<file path="config.mk">
export PLATFORM = sky130hd
export DESIGN_NAME = branch_resolve_q
export DESIGN_NICKNAME = d
export VERILOG_FILES = /design/src/rtl/branch_resolve_q.sv
export SDC_FILE = /design/constraint.sdc
export NUM_CORES = 1
export LEC_CHECK = 0
export CORE_MARGIN = 2
export CORE_UTILIZATION = 41
export CTS_CLUSTER_DIAMETER = 150
export DETAILED_ROUTE_END_ITERATION = 8
export PLACE_DENSITY = 0.63
export SLEW_MARGIN = 40
export SYNTH_ARGS = -nofsm -noshare
export SYNTH_HDL_FRONTEND = slang
export SYNTH_SLANG_ARGS = --single-unit
</file>
<file path="constraint.sdc">
create_clock -name cpu_clk -period 7.2 [get_ports cpu_clk]
set_input_delay 1.44 -clock cpu_clk [delete_from_list [all_inputs] [get_ports cpu_clk]]
set_output_delay 1.44 -clock cpu_clk [all_outputs]
set_load 0.005 [all_outputs]
</file>
<file path="src/rtl/branch_resolve_q.sv">
// rtl/branch_resolve_q.sv - in-order branch prediction tracking queue with predictor update and redirect
// Optional feature: define BRU_STATS_EN to add saturating resolution/mispredict counters.
`ifndef ADDR_WIDTH
`define ADDR_WIDTH 32
`endif

module branch_resolve_q #(
    parameter int DEPTH = 4,
    parameter int PTR_W = $clog2(DEPTH)
) (
    input  logic                    cpu_clk,
    input  logic                    cpu_rst,
    input  logic                    pred_push,
    input  logic                    pred_taken,
    input  logic [`ADDR_WIDTH-1:0]  pred_pc,
    output logic                    pred_full,
    input  logic                    branch_ex,
    input  logic                    is_loop_ex,
    input  logic                    branch_taken_ex,
    input  logic [`ADDR_WIDTH-1:0]  branch_pc_ex,
    input  logic [`ADDR_WIDTH-1:0]  branch_target_ex,
    input  logic                    flush,
    output logic                    upd_valid,
    output logic                    upd_taken,
    output logic [`ADDR_WIDTH-1:0]  upd_pc,
    output logic                    upd_is_loop,
    output logic                    mispredict,
    output logic [`ADDR_WIDTH-1:0]  redirect_pc,
`ifdef BRU_STATS_EN
    output logic [15:0]             stat_resolved,
    output logic [15:0]             stat_mispred,
`endif
    output logic                    proto_err
);

    localparam int AW = `ADDR_WIDTH;
    localparam logic [PTR_W:0] FULL_CNT = (PTR_W+1)'(DEPTH);

    logic             mem_taken_q [DEPTH];
    logic [AW-1:0]    mem_pc_q    [DEPTH];

    logic [PTR_W-1:0] wr_ptr_q, wr_ptr_d;
    logic [PTR_W-1:0] rd_ptr_q, rd_ptr_d;
    logic [PTR_W:0]   count_q, count_d;
    logic             upd_valid_q, upd_taken_q, upd_is_loop_q;
    logic [AW-1:0]    upd_pc_q;
    logic             mispredict_q, mispredict_d;
    logic [AW-1:0]    redirect_pc_q, redirect_pc_d;
    logic             proto_err_q, proto_err_d;

    logic             full, empty;
    logic             push_ok, pop_ok, push_acc;
    logic             head_taken;
    logic             miss, clear;

    assign full  = (count_q == FULL_CNT);
    assign empty = (count_q == '0);

    // Fullness is judged on the pre-pop occupancy, so a push at full is dropped even with a pop.
    assign push_ok    = pred_push && !full;
    assign pop_ok     = branch_ex && !empty;
    assign head_taken = empty ? 1'b0 : mem_taken_q[rd_ptr_q];
    assign miss       = branch_ex && (head_taken != branch_taken_ex);
    assign clear      = flush || miss;
    assign push_acc   = push_ok && !clear;

    always_comb begin
        wr_ptr_d      = wr_ptr_q;
        rd_ptr_d      = rd_ptr_q;
        count_d       = count_q;
        mispredict_d  = 1'b0;
        redirect_pc_d = redirect_pc_q;
        proto_err_d   = proto_err_q;

        if (pred_push && full) begin
            proto_err_d = 1'b1;
        end
        if (branch_ex && empty) begin
            proto_err_d = 1'b1;
        end
        if (pop_ok && (mem_pc_q[rd_ptr_q] != branch_pc_ex)) begin
            proto_err_d = 1'b1;
        end

        if (clear) begin
            // Everything younger than a mispredicted branch is wrong-path.
            wr_ptr_d = '0;
            rd_ptr_d = '0;
            count_d  = '0;
        end else begin
            if (push_acc) begin
                wr_ptr_d = wr_ptr_q + 1'b1;
            end
            if (pop_ok) begin
                rd_ptr_d = rd_ptr_q + 1'b1;
            end
            case ({push_acc, pop_ok})
                2'b10:   count_d = count_q + 1'b1;
                2'b01:   count_d = count_q - 1'b1;
                default: count_d = count_q;
            endcase
        end

        if (miss && !flush) begin
            mispredict_d  = 1'b1;
            redirect_pc_d = branch_taken_ex ? branch_target_ex : (branch_pc_ex + AW'(4));
        end
    end

    always_ff @(posedge cpu_clk) begin
        if (cpu_rst) begin
            wr_ptr_q      <= '0;
            rd_ptr_q      <= '0;
            count_q       <= '0;
            upd_valid_q   <= 1'b0;
            upd_taken_q   <= 1'b0;
            upd_pc_q      <= '0;
            upd_is_loop_q <= 1'b0;
            mispredict_q  <= 1'b0;
            redirect_pc_q <= '0;
            proto_err_q   <= 1'b0;
        end else begin
            wr_ptr_q      <= wr_ptr_d;
            rd_ptr_q      <= rd_ptr_d;
            count_q       <= count_d;
            upd_valid_q   <= branch_ex;
            mispredict_q  <= mispredict_d;
            redirect_pc_q <= redirect_pc_d;
            proto_err_q   <= proto_err_d;
            if (branch_ex) begin
                upd_taken_q   <= branch_taken_ex;
                upd_pc_q      <= branch_pc_ex;
                upd_is_loop_q <= is_loop_ex;
            end
        end
    end

    // Entry payload carries no reset; occupancy alone decides validity.
    always_ff @(posedge cpu_clk) begin
        if (!cpu_rst && push_acc) begin
            mem_taken_q[wr_ptr_q] <= pred_taken;
            mem_pc_q[wr_ptr_q]    <= pred_pc;
        end
    end

`ifdef BRU_STATS_EN
    logic [15:0] stat_resolved_q, stat_mispred_q;

    always_ff @(posedge cpu_clk) begin
        if (cpu_rst) begin
            stat_resolved_q <= '0;
            stat_mispred_q  <= '0;
        end else begin
            if (branch_ex && (stat_resolved_q != 16'hFFFF)) begin
                stat_resolved_q <= stat_resolved_q + 16'd1;
            end
            if (miss && (stat_mispred_q != 16'hFFFF)) begin
                stat_mispred_q <= stat_mispred_q + 16'd1;
            end
        end
    end

    assign stat_resolved = stat_resolved_q;
    assign stat_mispred  = stat_mispred_q;
`endif

    assign pred_full   = full;
    assign upd_valid   = upd_valid_q;
    assign upd_taken   = upd_taken_q;
    assign upd_pc      = upd_pc_q;
    assign upd_is_loop = upd_is_loop_q;
    assign mispredict  = mispredict_q;
    assign redirect_pc = redirect_pc_q;
    assign proto_err   = proto_err_q;

endmodule

</file>
==> summary.txt <==
ANT nets after route -> 0
Synth Register Bits -> 210
Critical Path Most Common Cell -> buf_4
die footprint -> 0.0233 mm^2
final non-filler cell total -> 1155
global-route wire length before repair -> 35000 um
IO Pins -> 174
CP Max Fanout -> 34
Cell Chain, Critical Path -> buf_4 -> mux4_2 -> nand2_4 -> xnor2_2 -> a211o_1 -> nor2_4 -> and2_1 -> buf_4
TritonRoute pass-1 iters -> 4
Buffers on Ports -> 173
CTS tree -> built
largest area contributor in the netlist -> edfxtp_1
Post-synth EDFFs -> 132
CP required -> 7.37 ns
register area -> 0.00553 mm^2
total core area -> 0.0218 mm^2
die height -> 153 um
Mapped Nets -> 808
WP data arrival -> 3.75 ns
Max-Cap Viols -> 0
share of the synthesized area in the top cell type -> 43.8%
slowest library cell on the worst path -> mux4_2
CTS Buf Count -> 22
slew at the pin closest to its max-slew limit -> 0.702 ns
unrepaired setup endpoints after global routing -> no
CTS H-tree depth -> 1
area delta synth->final -> 28.8%
sequential fraction of the synthesis area -> 61.0%
top cells by area, synth -> edfxtp_1 (44%), dfxtp_1 (17%), mux2i_1 (7.0%)
wire length per cell -> 19.5 um
yosys warns -> 0
Max VDD drop -> 0.178 mV
vias per cell -> 5.23
Slew headroom -> 53.2%
Top delay family on crit path -> buffers and inverters
leakage -> 0.00397 uW
area taken by multi-input logic gates -> 0.00328 mm^2
CTS Root Cell -> clkbuf_16
most frequent cell after synthesis -> edfxtp_1
Most used DFF post-synth -> edfxtp_1
vias in the first global route -> 6061
Fillers -> 1835
cell area after synthesis -> 0.00905 mm^2
GR Overflow Total -> 0
PD cells -> 224 mW/mm^2
placed insts -> 1115
# nets final -> 970
total track usage -> 18.9%
initial antenna violation count -> 0
crit end category -> flip-flop
Antenna diodes -> 0
worst hold path type -> flip-flop to flip-flop
drt initial violations -> 475
fmax -> 0.280 GHz
Slew Viols, Final -> 0
initial core utilization -> 41.6%
Setup Buffers After CTS -> 0
Synth top cells by count -> edfxtp_1 (132), dfxtp_1 (78), nor2_1 (65), mux2i_1 (63), nand2_1 (53)
Unique masters post-synth -> 49
fraction of layout cells with a size suffix above 1 -> 8.57%
DRC -> 0
total number of vias -> 6046
largest net degree at the start of global routing -> 65
Crit Path Class -> flip-flop to flip-flop
Setup Total Neg Slack -> 0 ns
final hold vios -> 0
overall routed net length -> 22600 um
Post-Synthesis Mean Instance Area -> 13.0 um^2
FFs w/ async S/R, synth -> 0%
HPWL after DPL -> 16000 um
Bufs and invs on worst path -> 2
Placer Congestion -> 0.759
Tmin final -> 3.58 ns
status -> finished clean
synthesized instance count -> 697
Worst Clk Skew -> 0.00877 ns
hold buffers post-CTS -> 0
# resized after CTS -> 0
crit path launch type -> flip-flop
Reg clk slew, reported paths -> 0.06 ns
latest clock arrival within the worst-skew pair -> 0.52 ns
CTS sink count -> 210
FP Rows -> 54
Tcrit/Tclk final -> 49.7%
setup violators final -> 0
Clock Path Buffers -> 3
Largest stage delay, worst path -> 0.66 ns
Die Wd -> 153 um
[registers in the layout, summed over array words and instances, names as in the netlist, named ones only]
| signal | flops |
|---|---|
| proto_err | 1 |
| mispredict | 1 |
| upd_valid | 1 |
| mem_taken_q | 4 |
| count_q | 3 |
| upd_is_loop | 1 |
| upd_pc | 32 |
| wr_ptr_q | 2 |
| redirect_pc | 32 |
| rd_ptr_q | 2 |
| mem_pc_q | 128 |
| upd_taken | 1 |
[layout make-up]
| class | count | area share, % |
|---|---|---|
| Clock buffer | 30 | 5.15 |
| Clock inverter | 10 | 0.698 |
| Inverter | 12 | 0.386 |
| Multi-Input combinational cell | 432 | 28.1 |
| Sequential cell | 210 | 47.4 |
| Tap cell | 280 | 3.00 |
| Timing Repair Buffer | 181 | 15.3 |
[report_power, final]
group	switching, uW	internal, uW	total [uW]
clock	456	592	1050
sequential	13.1	1300	1320
combinational	116	127	243
[routing by layer]
layer	up-vias	global-route usage, %	part of all wire, %
met2	196	31.0	47
met5	-	0	0
met4	0	4.45	1.9
met3	35	3.30	5.0
li1	2864	-	-
met1	2951	26.4	46
[worst reg2reg max path, delay by kind of cell (launching register included)]
kind / cells / cell delay, ns
muxes: 1 / 0.67
AOI/OAI and AO/OA: 1 / 0.46
and+or+nand+nor: 3 / 0.74
DFF: 1 / 0.31
xor gates and xnor gates: 1 / 0.11
buffers and inverters: 2 / 0.93
[metrics by stage]
stage               area [um^2]  setup slack, ns  power, uW  hold WS [ns]  util [%]
CTS                       11700             3.56       2640         0.461      53.6
finish                    11700             3.62       2610         0.459      53.6
detailed placement        11000             3.10       1590         0.451      50.5
global route              11700             3.39       2700         0.473      53.6
floorplan                  9050             3.66       1440         0.448         -
global placement          11000             3.10       1580         0.443      50.4
[logic make-up (layout without fill, tap and decap cells)]
| kind of cell | count (synthesis) | in the layout | synth area share (%) |
|---|---|---|---|
| AOI/OAI and AO/OA | 81 | 81 | 5.78 |
| xor gates and xnor gates | 66 | 66 | 6.47 |
| adders and majority gates | 7 | 7 | 1.05 |
| buffers and inverters | 55 | 233 | 2.82 |
| DFF | 210 | 210 | 61.0 |
| muxes | 85 | 85 | 12.4 |
| and+or+nand+nor | 193 | 193 | 10.4 |
[placed cells by master, fill, tap and decap left out, drive strengths merged, types with 6 or more instances in the layout]
master           n
clkbuf          30
edfxtp         132
nand4           11
dfxtp           78
clkdlybuf4s50  170
nor2            67
a22o             6
nand2b          12
buf             11
o21ai           17
and2             9
nand2           55
mux4            22
ha               6
o211ai          10
a21oi           24
inv             12
clkinv           9
nor4             6
nand3           14
nor3             6
xnor2           37
xor2            29
mux2i           63
[path summary, 6_finish.rpt]
check                                    start             end  slack [ns]  cells past startpoint
worst max register to register       flip-flop  mem_pc_q[1][1]        3.62                      8
worst min-delay path            redirect_pc[9]  redirect_pc[9]        0.46                      2
worst max-delay path                 flip-flop  mem_pc_q[1][1]        3.62                      8
worst min register to register  redirect_pc[9]  redirect_pc[9]        0.46                      2
(Power assumes the default switching activity.)
